**config.mk**
```make
export PLATFORM = sky130hd
export DESIGN_NAME = pattern_writer_2bit_flat
export DESIGN_NICKNAME = d
export VERILOG_FILES = /design/src/rtl/pattern_writer_2bit_if.sv /design/src/rtl/pattern_writer_2bit.sv /design/src/flat_wrapper.sv
export SDC_FILE = /design/constraint.sdc
export NUM_CORES = 1
export LEC_CHECK = 0
export BUFFER_PORTS_ARGS = -buffer_cell sky130_fd_sc_hd__buf_2
export CORE_MARGIN = 2
export CORE_UTILIZATION = 40
export DETAILED_ROUTE_END_ITERATION = 10
export PLACE_DENSITY = 0.74
export RECOVER_POWER = 100
export SYNTH_ARGS = -nofsm -noshare
export SYNTH_HDL_FRONTEND = slang
export SYNTH_SLANG_ARGS = --single-unit
```
**constraint.sdc**
```tcl
create_clock -name clk -period 1.8 [get_ports clk]
set_input_delay 0.36 -clock clk [delete_from_list [all_inputs] [get_ports clk]]
set_output_delay 0.36 -clock clk [all_outputs]
set_load 0.05 [all_outputs]
```
**src/rtl/pattern_writer_2bit_if.sv**
```systemverilog
// Bus bundle for pattern_writer_2bit: write strobe/data/clear in, slots and status out.
`timescale 1ns/1ps
interface pattern_writer_2bit_if;
  logic       wr_en;
  logic [1:0] wr_data;
  logic       clr;
  logic [1:0] slot0, slot1, slot2, slot3, slot4, slot5, slot6, slot7;
  logic [2:0] wr_ptr;
  logic [3:0] count;
  logic       full;
  logic       empty;
  logic       wr_ack;
  logic       overflow;

  modport master (
    output wr_en, wr_data, clr,
    input  slot0, slot1, slot2, slot3, slot4, slot5, slot6, slot7,
    input  wr_ptr, count, full, empty, wr_ack, overflow
  );

  modport slave (
    input  wr_en, wr_data, clr,
    output slot0, slot1, slot2, slot3, slot4, slot5, slot6, slot7,
    output wr_ptr, count, full, empty, wr_ack, overflow
  );
endinterface

```
**src/rtl/pattern_writer_2bit.sv**
```systemverilog
// Eight-slot 2-bit pattern store with EMPTY/FILLING/FULL tracking.
// wr_ptr uses read-select encoding: value p addresses slot (p-1) mod 8.
`timescale 1ns/1ps
module pattern_writer_2bit #(
  parameter bit OVERWRITE = 1'b0
) (
  input  logic                  clk,
  input  logic                  rst_n,
  pattern_writer_2bit_if.slave  bus
);

  typedef enum logic [1:0] {
    ST_EMPTY,
    ST_FILLING,
    ST_FULL
  } state_e;

  state_e     state_q, state_d;
  logic [1:0] slot_q [8];
  logic [1:0] slot_d [8];
  logic [2:0] wr_ptr_q, wr_ptr_d;
  logic [3:0] count_q, count_d;
  logic       wr_ack_q, wr_ack_d;
  logic       overflow_q, overflow_d;
  logic       accept;
  logic [2:0] wr_idx;

  // Physical slot addressed by the read-select style pointer.
  assign wr_idx = wr_ptr_q - 3'd1;

  // Next-state: clear wins over write; full-store policy chosen by OVERWRITE.
  always_comb begin
    state_d    = state_q;
    slot_d     = slot_q;
    wr_ptr_d   = wr_ptr_q;
    count_d    = count_q;
    wr_ack_d   = 1'b0;
    overflow_d = 1'b0;
    accept     = 1'b0;

    if (bus.clr) begin
      state_d  = ST_EMPTY;
      slot_d   = '{default: '0};
      wr_ptr_d = 3'd1;
      count_d  = '0;
    end else if (bus.wr_en) begin
      case (state_q)
        ST_EMPTY: begin
          accept  = 1'b1;
          state_d = ST_FILLING;
          count_d = 4'd1;
        end
        ST_FILLING: begin
          accept  = 1'b1;
          count_d = count_q + 4'd1;
          if (count_q == 4'd7) begin
            state_d = ST_FULL;
          end
        end
        ST_FULL: begin
          if (OVERWRITE) begin
            accept = 1'b1;
          end else begin
            overflow_d = 1'b1;
          end
        end
        default: begin
          state_d = ST_EMPTY;
        end
      endcase

      if (accept) begin
        slot_d[wr_idx] = bus.wr_data;
        wr_ptr_d       = wr_ptr_q + 3'd1;
        wr_ack_d       = 1'b1;
      end
    end
  end

  // State registers with asynchronous active-low reset.
  always_ff @(posedge clk or negedge rst_n) begin
    if (!rst_n) begin
      state_q    <= ST_EMPTY;
      slot_q     <= '{default: '0};
      wr_ptr_q   <= 3'd1;
      count_q    <= '0;
      wr_ack_q   <= 1'b0;
      overflow_q <= 1'b0;
    end else begin
      state_q    <= state_d;
      slot_q     <= slot_d;
      wr_ptr_q   <= wr_ptr_d;
      count_q    <= count_d;
      wr_ack_q   <= wr_ack_d;
      overflow_q <= overflow_d;
    end
  end

  assign bus.slot0    = slot_q[0];
  assign bus.slot1    = slot_q[1];
  assign bus.slot2    = slot_q[2];
  assign bus.slot3    = slot_q[3];
  assign bus.slot4    = slot_q[4];
  assign bus.slot5    = slot_q[5];
  assign bus.slot6    = slot_q[6];
  assign bus.slot7    = slot_q[7];
  assign bus.wr_ptr   = wr_ptr_q;
  assign bus.count    = count_q;
  assign bus.full     = (state_q == ST_FULL);
  assign bus.empty    = (state_q == ST_EMPTY);
  assign bus.wr_ack   = wr_ack_q;
  assign bus.overflow = overflow_q;

endmodule

```
**src/flat_wrapper.sv**
```systemverilog
// flat-port wrapper written by rule: the top's interface ports become plain ports
module pattern_writer_2bit_flat 
#(
  parameter bit OVERWRITE = 1'b0
)
  (clk, rst_n, bus_wr_en, bus_wr_data, bus_clr, bus_slot0, bus_slot1, bus_slot2, bus_slot3, bus_slot4, bus_slot5, bus_slot6, bus_slot7, bus_wr_ptr, bus_count, bus_full, bus_empty, bus_wr_ack, bus_overflow);
  pattern_writer_2bit_if bus_i ();
  input  logic clk;
  input  logic rst_n;
  input wire logic [$bits(bus_i.wr_en)-1:0] bus_wr_en;
  input wire logic [$bits(bus_i.wr_data)-1:0] bus_wr_data;
  input wire logic [$bits(bus_i.clr)-1:0] bus_clr;
  output wire logic [$bits(bus_i.slot0)-1:0] bus_slot0;
  output wire logic [$bits(bus_i.slot1)-1:0] bus_slot1;
  output wire logic [$bits(bus_i.slot2)-1:0] bus_slot2;
  output wire logic [$bits(bus_i.slot3)-1:0] bus_slot3;
  output wire logic [$bits(bus_i.slot4)-1:0] bus_slot4;
  output wire logic [$bits(bus_i.slot5)-1:0] bus_slot5;
  output wire logic [$bits(bus_i.slot6)-1:0] bus_slot6;
  output wire logic [$bits(bus_i.slot7)-1:0] bus_slot7;
  output wire logic [$bits(bus_i.wr_ptr)-1:0] bus_wr_ptr;
  output wire logic [$bits(bus_i.count)-1:0] bus_count;
  output wire logic [$bits(bus_i.full)-1:0] bus_full;
  output wire logic [$bits(bus_i.empty)-1:0] bus_empty;
  output wire logic [$bits(bus_i.wr_ack)-1:0] bus_wr_ack;
  output wire logic [$bits(bus_i.overflow)-1:0] bus_overflow;
  assign bus_i.wr_en = bus_wr_en;
  assign bus_i.wr_data = bus_wr_data;
  assign bus_i.clr = bus_clr;
  assign bus_slot0 = bus_i.slot0;
  assign bus_slot1 = bus_i.slot1;
  assign bus_slot2 = bus_i.slot2;
  assign bus_slot3 = bus_i.slot3;
  assign bus_slot4 = bus_i.slot4;
  assign bus_slot5 = bus_i.slot5;
  assign bus_slot6 = bus_i.slot6;
  assign bus_slot7 = bus_i.slot7;
  assign bus_wr_ptr = bus_i.wr_ptr;
  assign bus_count = bus_i.count;
  assign bus_full = bus_i.full;
  assign bus_empty = bus_i.empty;
  assign bus_wr_ack = bus_i.wr_ack;
  assign bus_overflow = bus_i.overflow;
  pattern_writer_2bit #(.OVERWRITE(OVERWRITE)) u_core (.clk(clk), .rst_n(rst_n), .bus(bus_i));
endmodule
```
Word-level counts from Yosys, hierarchy flattened
Cells that the tools add are included.
{ "totals": {"reg_bits": 27, "in_bits": 6, "out_inout_bits": 27} }
{ "op_classes": {"add_sub_neg": 3, "n_lt_le_gt_ge": 2, "eq_ne": 5, "muxes": 25, "bitwise_logic": 1, "reduce_logical": 9} }
{ "ops": {"columns": ["op", "n"], "rows": [
  ["$mux 16", 3],
  ["$bwmux 16", 1],
  ["$mux 1", 9],
  ["$mux 3", 3],
  ["$mux 2", 4],
  ["$mux 4", 2],
  ["$pmux 4 s2", 1],
  ["$demux 2 s3", 1],
  ["$pmux 2 s3", 1],
  ["$add 4x1->4 const B", 1],
  ["$eq 4x3->1 const B", 1],
  ["$ge 4x4->1 const B", 1],
  ["$lt 4x1->1 const B", 1],
  ["$not 3->4", 1],
  ["$reduce_and 2->1", 2],
  ["$reduce_bool 2->1", 2],
  ["$add 3x1->3 const B", 1],
  ["$ne 3x2->1 const B", 1],
  ["$reduce_and 3->1", 1],
  ["$reduce_bool 3->1", 1],
  ["$sub 3x1->3 const B", 1],
  ["$eq 2x1->1 const B", 1],
  ["$eq 2x2->1 const B", 1],
  ["$logic_not 2->1", 1],
  ["3 further kinds", 3]
]} }

Depth between registers and ports, before layout
Gate-level depths: netlist of the first run.
{ "depth": {"word_depth": 10, "mapped_depth": 5, "depth_no_buf": 5} }

Worst setup path before layout of the first run
OpenSTA, ideal clock, no wires.
{ "synth_timing": {"path_kind": "flip-flop to flip-flop", "startpoint": "register u_core.wr_ptr_q[0] (netlist: u_core.bus.wr_ptr[0])", "endpoint": "register u_core.slot_q, in the netlist u_core.bus.slot2[0]", "setup_time_ps": 133, "arrival_time_ps": 1863, "slack_ps": -196, "stages_incl_launch_ff": 6, "n_path_buf": 0, "period_less_slack_ps": 1996, "path_cell_list": "dfstp_2 > inv_1 > ha_1 > nor3b_1 > nand3_1 > mux2i_1"} }
{ "synth_via": {"elab_chain_cells": 10, "elab_cells_between_ends": 11} }
{ "synth_lines": {"columns": ["item", "line", "text"], "rows": [
  ["from (decl)", "pattern_writer_2bit.sv:21", "logic [2:0] wr_ptr_q, wr_ptr_d;"],
  ["from (signal assigned)", "pattern_writer_2bit.sv:92", "wr_ptr_q <= wr_ptr_d;"],
  ["$sub 3x1->3 *", "pattern_writer_2bit.sv:29", "assign wr_idx = wr_ptr_q - 3'd1;"],
  ["$not 3->4 (implied by the code) *", "pattern_writer_2bit.sv:73", "slot_d[wr_idx] = bus.wr_data;"],
  ["$ge 4x4->1 (implied by the code) / $lt 4x1->1 (equally long branches)", "pattern_writer_2bit.sv:73", null],
  ["$logic_and 1x1->1 (implied by the code)", "pattern_writer_2bit.sv:73", null],
  ["$mux 2 (implied by the code)", "pattern_writer_2bit.sv:73", null],
  ["$demux 2 s3 *", "pattern_writer_2bit.sv:73", null],
  ["$bwmux 16 *", "pattern_writer_2bit.sv:73", null],
  ["$mux 16 *", "pattern_writer_2bit.sv:72", "if (accept) begin"],
  ["$mux 16 *", "pattern_writer_2bit.sv:46", "end else if (bus.wr_en) begin"],
  ["$mux 16 *", "pattern_writer_2bit.sv:41", "if (bus.clr) begin"],
  ["to (signal assigned)", "pattern_writer_2bit.sv:91", "slot_q <= slot_d;"],
  ["to (decl)", "pattern_writer_2bit.sv:19", "logic [1:0] slot_q [8];"]
]} }
Mark *: on every way between the ends. The rest lies on a longest branch, timed or not. The select of a mux whose other input is x is not followed.
A chain may end at the register's enable or synchronous reset.

Worst setup path in the final report of the first run
{ "layout_timing": {"startpoint": "register u_core.wr_ptr_q[0] (netlist: u_core.bus.wr_ptr[0])", "endpoint": "register u_core.slot_q, in the netlist u_core.bus.slot5[0]"} }
Same word-level chain as after synthesis.

==> impl_metrics.py, run 1 <==
metrics = {
    "logic_synthesis": {
        "syn_inst": 127,
        "syn_area_sq_um": 1350,
        "synth_area_leader_cell": "dfrtp_1",
        "syn_avg_cell_area_sq_um": 10.6,
        "syn_nets": 136,
        "ys_seq_elements": 27,
        "synth_top_cell_area_share_pct": 48.1,
        "yosys_warnings": 0,
        "synthTopCellsByArea": "dfrtp_1, mux2i_1, nand2b_1, ha_1, nor2b_1",
        "ys_seq_area_share_pct": 50.1,
        "ys_types": 31,
    },
    "worst_setup_path": {
        "crit_chain": "inv_4, ha_4, nand3b_1, or3_4, mux2i_1",
        "critPathKind": "flop to flop",
        "required_ns": 2.01,
        "cp_slowest_cell": "dfstp_4",
        "cpPeakStageDelay_ns": 0.66,
        "end_kind": "flop",
        "arrival_ns": 1.97,
        "worst-path-buf-inv": 1,
        "cp_top_family": "flip-flops",
        "start_kind": "flop",
        "path_max_fanout": 4,
    },
    "die": {
        "die_h_um": 62.1,
        "core.rowCount": 21,
        "die-area_sq_um": 3860,
        "pin_count": 33,
        "start_util_pct": 41.1,
        "core_area_sq_um": 3280,
        "die_w_um": 62.1,
    },
    "timing": {
        "whs_ns": 0.278,
        "min_period_ns": 1.76,
        "finClkSkew_ns": 0.0150,
        "slew_headroom_pct": 3.63,
        "fin_crit_sh_pct": 97.8,
        "rsz0062_at_grt": "true",
        "worstMarginPinSlew_ns": 1.45,
        "slew_violations": 0,
        "hold_viol": 0,
        "layout_setup_ws_ns": 0.0392,
        "setup_viol": 0,
        "timing.fmax_mhz": 568,
    },
    "routing": {
        "routed_wl_um": 2800,
        "dr.pass1.iters": 4,
        "routed_via_density": 5.10,
        "drc": 0,
        "vias": 1036,
        "drt_iter0_drc": 24,
        "ant_nets": 0,
        "post_drt_wl_per_cell_um": 13.8,
    },
    "pwr": {
        "ir_drop_uv": 289,
        "totalPowerFinal_mw": 1.18,
        "p_leak_nw": 0.829,
        "power.density_nw_per_um2": 732,
    },
    "clock_tree": {
        "htreeDepth": 1,
        "tritoncts": "done",
        "cts_buffers": 3,
        "hold_buffers": 0,
        "cts.sinks": 27,
        "clk_pin_slew_ns": 0.16,
        "cts.path.max_buffers": 2,
        "worstSkewPairLatency_ns": 0.34,
        "root_buffer": "clkbuf_4",
    },
    "cells_and_area": {
        "stdcell_area_sq_um": 1610,
        "area_delta_synth_final_pct": 19.2,
        "antenna_cells": 0,
        "final_cell_count_no_fill": 203,
        "final_nets": 167,
        "drive_gt1_share_pct": 31.2,
    },
    "place": {
        "pre_cts_ws_ns": 0.0524,
        "hpwl_um": 2080,
        "portBuffers": 32,
        "dpl-instance-area_sq_um": 1560,
        "gp_congestion": 0.763,
        "placed_cells": 198,
    },
    "global_route": {
        "antenna_found_initial": 0,
        "grt_pass1_wl_um": 4930,
        "grt-ovfl-total": 0,
        "track_usage_pct": 15.6,
        "grt_max_degree": 28,
        "first_global_vias": 1036,
    },
    "status": {
        "status": "finished clean",
    },
    "run": {
        "cap_violations": 0,
    },
    "min_path": {
        "hold_path_class": "input pin to flop",
    },
}
## logic make-up after synthesis
family,Yosys count,synth area share [%]
buffers and inverters,11,4.44
AND/OR/NAND/NOR,58,25.9
AO/OA/AOI/OAI,11,4.44
adder cells (fa/ha/maj),3,2.78
multiplexers,14,10.4
flip-flops,27,50.1
XOR/XNOR,3,1.94
## flip-flops by register name, summed over array words and instances, names as in the netlist
signal	cells
u_core.bus.slot4	2
u_core.bus.overflow	1
u_core.bus.count	4
u_core.bus.slot2	2
u_core.state_q	2
u_core.bus.slot3	2
u_core.bus.wr_ack	1
u_core.bus.wr_ptr	3
u_core.bus.slot0	2
u_core.bus.slot7	2
u_core.bus.slot1	2
u_core.bus.slot5	2
u_core.bus.slot6	2
## path summary, 6_finish.rpt
kind	from	end	slack, ns	depth (start not counted)
hold reg to reg	u_core.bus.slot2[1]$_DFFE_PN0P_	u_core.bus.slot2[1]$_DFFE_PN0P_	0.55	2
setup reg to reg	u_core.bus.wr_ptr[0]$_DFFE_PN1P_	u_core.bus.slot5[0]$_DFFE_PN0P_	0.04	5
setup / recovery	u_core.bus.wr_ptr[0]$_DFFE_PN1P_	u_core.bus.slot5[0]$_DFFE_PN0P_	0.04	5
max in group asynchronous	rst_n	u_core.bus.wr_ptr[1]$_DFFE_PN0P_	0.51	1
min in group asynchronous	rst_n	u_core.bus.slot5[1]$_DFFE_PN0P_	0.33	1
hold / removal	bus_clr	u_core.bus.wr_ack$_DFF_PN0_	0.28	2
## synth_stat cells
master and number:
nand2b_4 1, buf_6 2, xnor2_1 1, dfrtp_1 26, dfstp_2 1, o2bb2ai_1 1
or3_1 1, nand2_1 7, nand4b_1 2, nor2_1 6, or2_2 1, mux2i_1 14
a31oi_1 1, nor3_1 2, and3_1 1, and2b_1 1, nand3b_1 3, o21ai_0 5
buf_4 1, a21oi_1 4, or4b_1 1, ha_1 3, xor2_1 2, nand2b_1 16
inv_1 2, nor3b_1 1, nand3_1 7, and3b_1 1, clkbuf_1 6, and4bb_2 1
nor2b_1 6
## cell usage in the layout, fill, tap and decap left out, drive strengths merged, types with 3 or more instances in the layout
| cell | n |
|---|---|
| buf | 33 |
| dfrtp | 26 |
| nand2b | 17 |
| mux2i | 14 |
| nand2 | 7 |
| nand3 | 7 |
| nor2 | 6 |
| nor2b | 6 |
| o21ai | 5 |
| clkbuf | 5 |
| a21oi | 4 |
| nand3b | 3 |
| ha | 3 |
## timing repair
item	CTS	global route
gates resized for setup	0	3
setup endpoints to repair	0	8
setup buffers	0	1
hold endpoints to repair	0	0
## power by group
group | internal (mW) | switching [mW] | leakage [nW]
logic | 0.0786 | 0.179 | 0.445
registers | 0.632 | 0.0194 | 0.366
clock network | 0.0835 | 0.186 | 0.0177
total | 0.794 | 0.384 | 0.829
## per-layer routing
| layer | part of all wire (%) | GRT usage [%] |
|---|---|---|
| met5 | 0 | 0 |
| met4 | 1.0 | 4.17 |
| met2 | 49 | 27.7 |
| met3 | 4.9 | 3.26 |
| met1 | 45 | 19.3 |
## area by class of cell
class / instances / area, sq um
clock buffers: 3 / 22.5
clock inverters: 1 / 5.00
fillers: 335 / 1670
inverters: 2 / 10.0
multi-input cells: 89 / 649
flip-flops and latches: 27 / 682
well taps: 46 / 57.6
repair buffers: 35 / 184
## metrics by stage
step           setup TNS, ns  utilization (%)
6_report                   0             49.0
3_5_place_dp               0             47.5
4_1_cts                    0             48.4
5_1_grt              -0.0227             49.0
2_1_floorplan              0                -
3_3_place_gp               0             47.5
Note: power is estimated with default switching activity, not from simulation.
==> inputs of run 2 (changes only) <==
--- a/config.mk
+++ b/config.mk
@@ -5,7 +5,9 @@
 export SDC_FILE = /design/constraint.sdc
 export NUM_CORES = 1
 export LEC_CHECK = 0
+export ABC_AREA = 1
 export BUFFER_PORTS_ARGS = -buffer_cell sky130_fd_sc_hd__buf_2
+export CORE_ASPECT_RATIO = 0.9
 export CORE_MARGIN = 2
 export CORE_UTILIZATION = 40
 export DETAILED_ROUTE_END_ITERATION = 10
==> impl_metrics.py, run 2 <==
metrics = {
    "timing": {
        "rsz0062_at_grt": "false",
        "hold_viol": 0,
        "slew_violations": 0,
        "timing.fmax_mhz": 593,
        "slew_headroom_pct": 9.79,
        "setup_viol": 0,
        "whs_ns": 0.343,
        "finClkSkew_ns": 0.00571,
        "min_period_ns": 1.69,
        "fin_crit_sh_pct": 93.7,
        "worstMarginPinSlew_ns": 1.35,
    },
    "logic_synthesis": {
        "ys_types": 23,
        "yosys_warnings": 0,
        "syn_nets": 176,
        "syn_avg_cell_area_sq_um": 8.17,
        "synth_area_leader_cell": "dfrtp_1",
        "synthTopCellsByArea": "dfrtp_1, nand2_1, nand3_1, nand4_1, ha_1",
        "synth_edf_count": 0,
        "synth_top_cell_area_share_pct": 47.7,
        "netlist_top_cells_count": "nand2_1, dfrtp_1, nand3_1",
        "ys_seq_area_share_pct": 49.6,
        "syn_inst": 167,
        "synth_flop_cell": "dfrtp_1",
        "synth.most_common_cell": "nand2_1",
        "syn_area_sq_um": 1360,
        "ys_seq_elements": 27,
        "async_flop_share_pct": 100,
    },
    "global_route": {
        "track_usage_pct": 16.5,
        "grt-ovfl-total": 0,
        "grt_max_degree": 28,
        "first_global_vias": 1072,
        "antenna_found_initial": 0,
        "grt_pass1_wl_um": 4840,
    },
    "worst_setup_path": {
        "required_ns": 1.44,
        "arrival_ns": 1.33,
        "end_kind": "output port",
        "critPathKind": "flop to output port",
        "cp_top_family": "flip-flops",
        "worst-path-buf-inv": 2,
        "ff2ff_setup_slack_ns": 0.25,
        "crit_chain": "buf_4, clkbuf_2",
        "worstRegToRegCells": 9,
        "start_kind": "flop",
        "reg2reg_to": "u_core.bus.slot6[1]$_DFFE_PN0P_",
        "rr_startpoint": "u_core.bus.wr_ptr[0]$_DFFE_PN1P_",
        "cp_slowest_cell": "dfstp_1",
        "worstSetupStartpoint": "u_core.bus.wr_ptr[0]$_DFFE_PN1P_",
        "path_max_fanout": 10,
        "cpPeakStageDelay_ns": 0.55,
    },
    "cells_and_area": {
        "final_common_cell": "nand2_1",
        "antenna_cells": 0,
        "drive_gt1_share_pct": 15.6,
        "layout_common_cells": "nand2_1, clkbuf_1, dfrtp_1",
        "area_delta_synth_final_pct": 18.1,
        "final_cell_count_no_fill": 243,
        "final_nets": 209,
        "largest_reg_flops": 4,
        "stdcell_area_sq_um": 1610,
    },
    "clock_tree": {
        "hold_buffers": 0,
        "htreeDepth": 1,
        "tritoncts": "done",
        "cts.path.max_buffers": 2,
        "cts_buffers": 3,
        "cts_resized": 0,
        "clk_pin_slew_ns": 0.09,
        "cts_setup_buffers": 0,
        "cts.sinks": 27,
        "root_buffer": "clkbuf_8",
        "worstSkewPairLatency_ns": 0.28,
    },
    "die": {
        "die_w_um": 65.6,
        "start_util_pct": 41.0,
        "pin_count": 33,
        "core_area_sq_um": 3330,
        "die-area_sq_um": 3890,
        "die_h_um": 59.4,
        "core.rowCount": 20,
    },
    "min_path": {
        "hold_path_depth": 2,
        "min_from": "bus_clr",
        "holdPathEnd": "u_core.bus.overflow$_DFF_PN0_",
        "hold_path_class": "input pin to flop",
    },
    "pwr": {
        "totalPowerFinal_mw": 2.02,
        "ir_drop_uv": 431,
        "p_leak_nw": 0.789,
        "power.density_nw_per_um2": 1250,
    },
    "place": {
        "portBuffers": 32,
        "hpwl_um": 2050,
        "placed_cells": 239,
        "gp_congestion": 0.777,
        "dpl-instance-area_sq_um": 1620,
    },
    "status": {
        "status": "finished clean",
    },
    "routing": {
        "dr.pass1.iters": 4,
        "drt_iter0_drc": 61,
        "post_drt_wl_per_cell_um": 11.4,
        "routed_via_density": 4.94,
        "ant_nets": 0,
        "routed_wl_um": 2770,
        "drc": 0,
        "vias": 1200,
    },
    "run": {
        "cap_violations": 0,
    },
}
==> run 2: kinds of logic after synthesis <==
logic type	after synthesis	synth area share, %
AOI/OAI and AO/OA	10	4.13
xor gates and xnor gates	1	0.642
adders and majority gates	3	2.75
buffers and inverters	22	7.98
DFF	27	49.6
and+or+nand+nor	104	34.9
==> run 2: cell type report <==
class	count	area, sq um
flip-flops and latches	27	677
well taps	44	55.1
repair buffers	35	148
fillers	338	1720
clock buffers	3	41.3
clock inverters	1	7.51
inverters	15	63.8
multi-input cells	118	618
==> run 2: worst max-delay path by stage <==
| stage | endpoint | slack, ns | cells after the start |
|---|---|---|---|
| floorplan | u_core.bus.slot4[1]$_DFFE_PN0P_ | -0.04 | 9 |
| global placement | u_core.bus.slot7[1]$_DFFE_PN0P_ | 0.33 | 8 |
| detailed placement | u_core.bus.slot7[0]$_DFFE_PN0P_ | 0.32 | 8 |
| CTS | bus_wr_ptr[0] | 0.14 | 2 |
| global route | u_core.bus.slot6[1]$_DFFE_PN0P_ | 0.04 | 9 |
| finish | bus_wr_ptr[0] | 0.11 | 2 |
==> run 2: stage by stage <==
step | utilization [%] | setup slack [ns] | setup TNS (ns)
6_report | 48.4 | 0.113 | 0
5_1_grt | 48.4 | 0.0449 | 0
4_1_cts | 50.0 | 0.136 | 0
3_5_place_dp | 48.6 | 0.317 | 0
3_3_place_gp | 48.6 | 0.328 | 0
2_1_floorplan | - | -0.0355 | -0.441
==> run 2: worst register-to-register path: stages, from the launching register on <==
cell and delay [ns]:
dfstp_1 0.55, inv_2 0.12, ha_4 0.19, inv_1 0.06, nand2_1 0.08, nand2_4 0.14, nand2_1 0.09, nor2_1 0.15
nand2_1 0.06, nand2_1 0.07
==> run 2: report_power, final <==
group	switching (mW)	internal [mW]	total, mW
Combinational	0.697	0.244	0.941
Clock	0.199	0.157	0.356
Sequential	0.0464	0.675	0.722
Total	0.942	1.08	2.02
==> run 2: routing by layer <==
metal / global-route usage, % / vias up / part of all wire [%]
li1: - / 613 / -
met1: 23.4 / 555 / 50
met2: 24.9 / 28 / 44
met3: 2.47 / 4 / 3.9
met4: 8.04 / 0 / 2.2
met5: 0 / - / 0
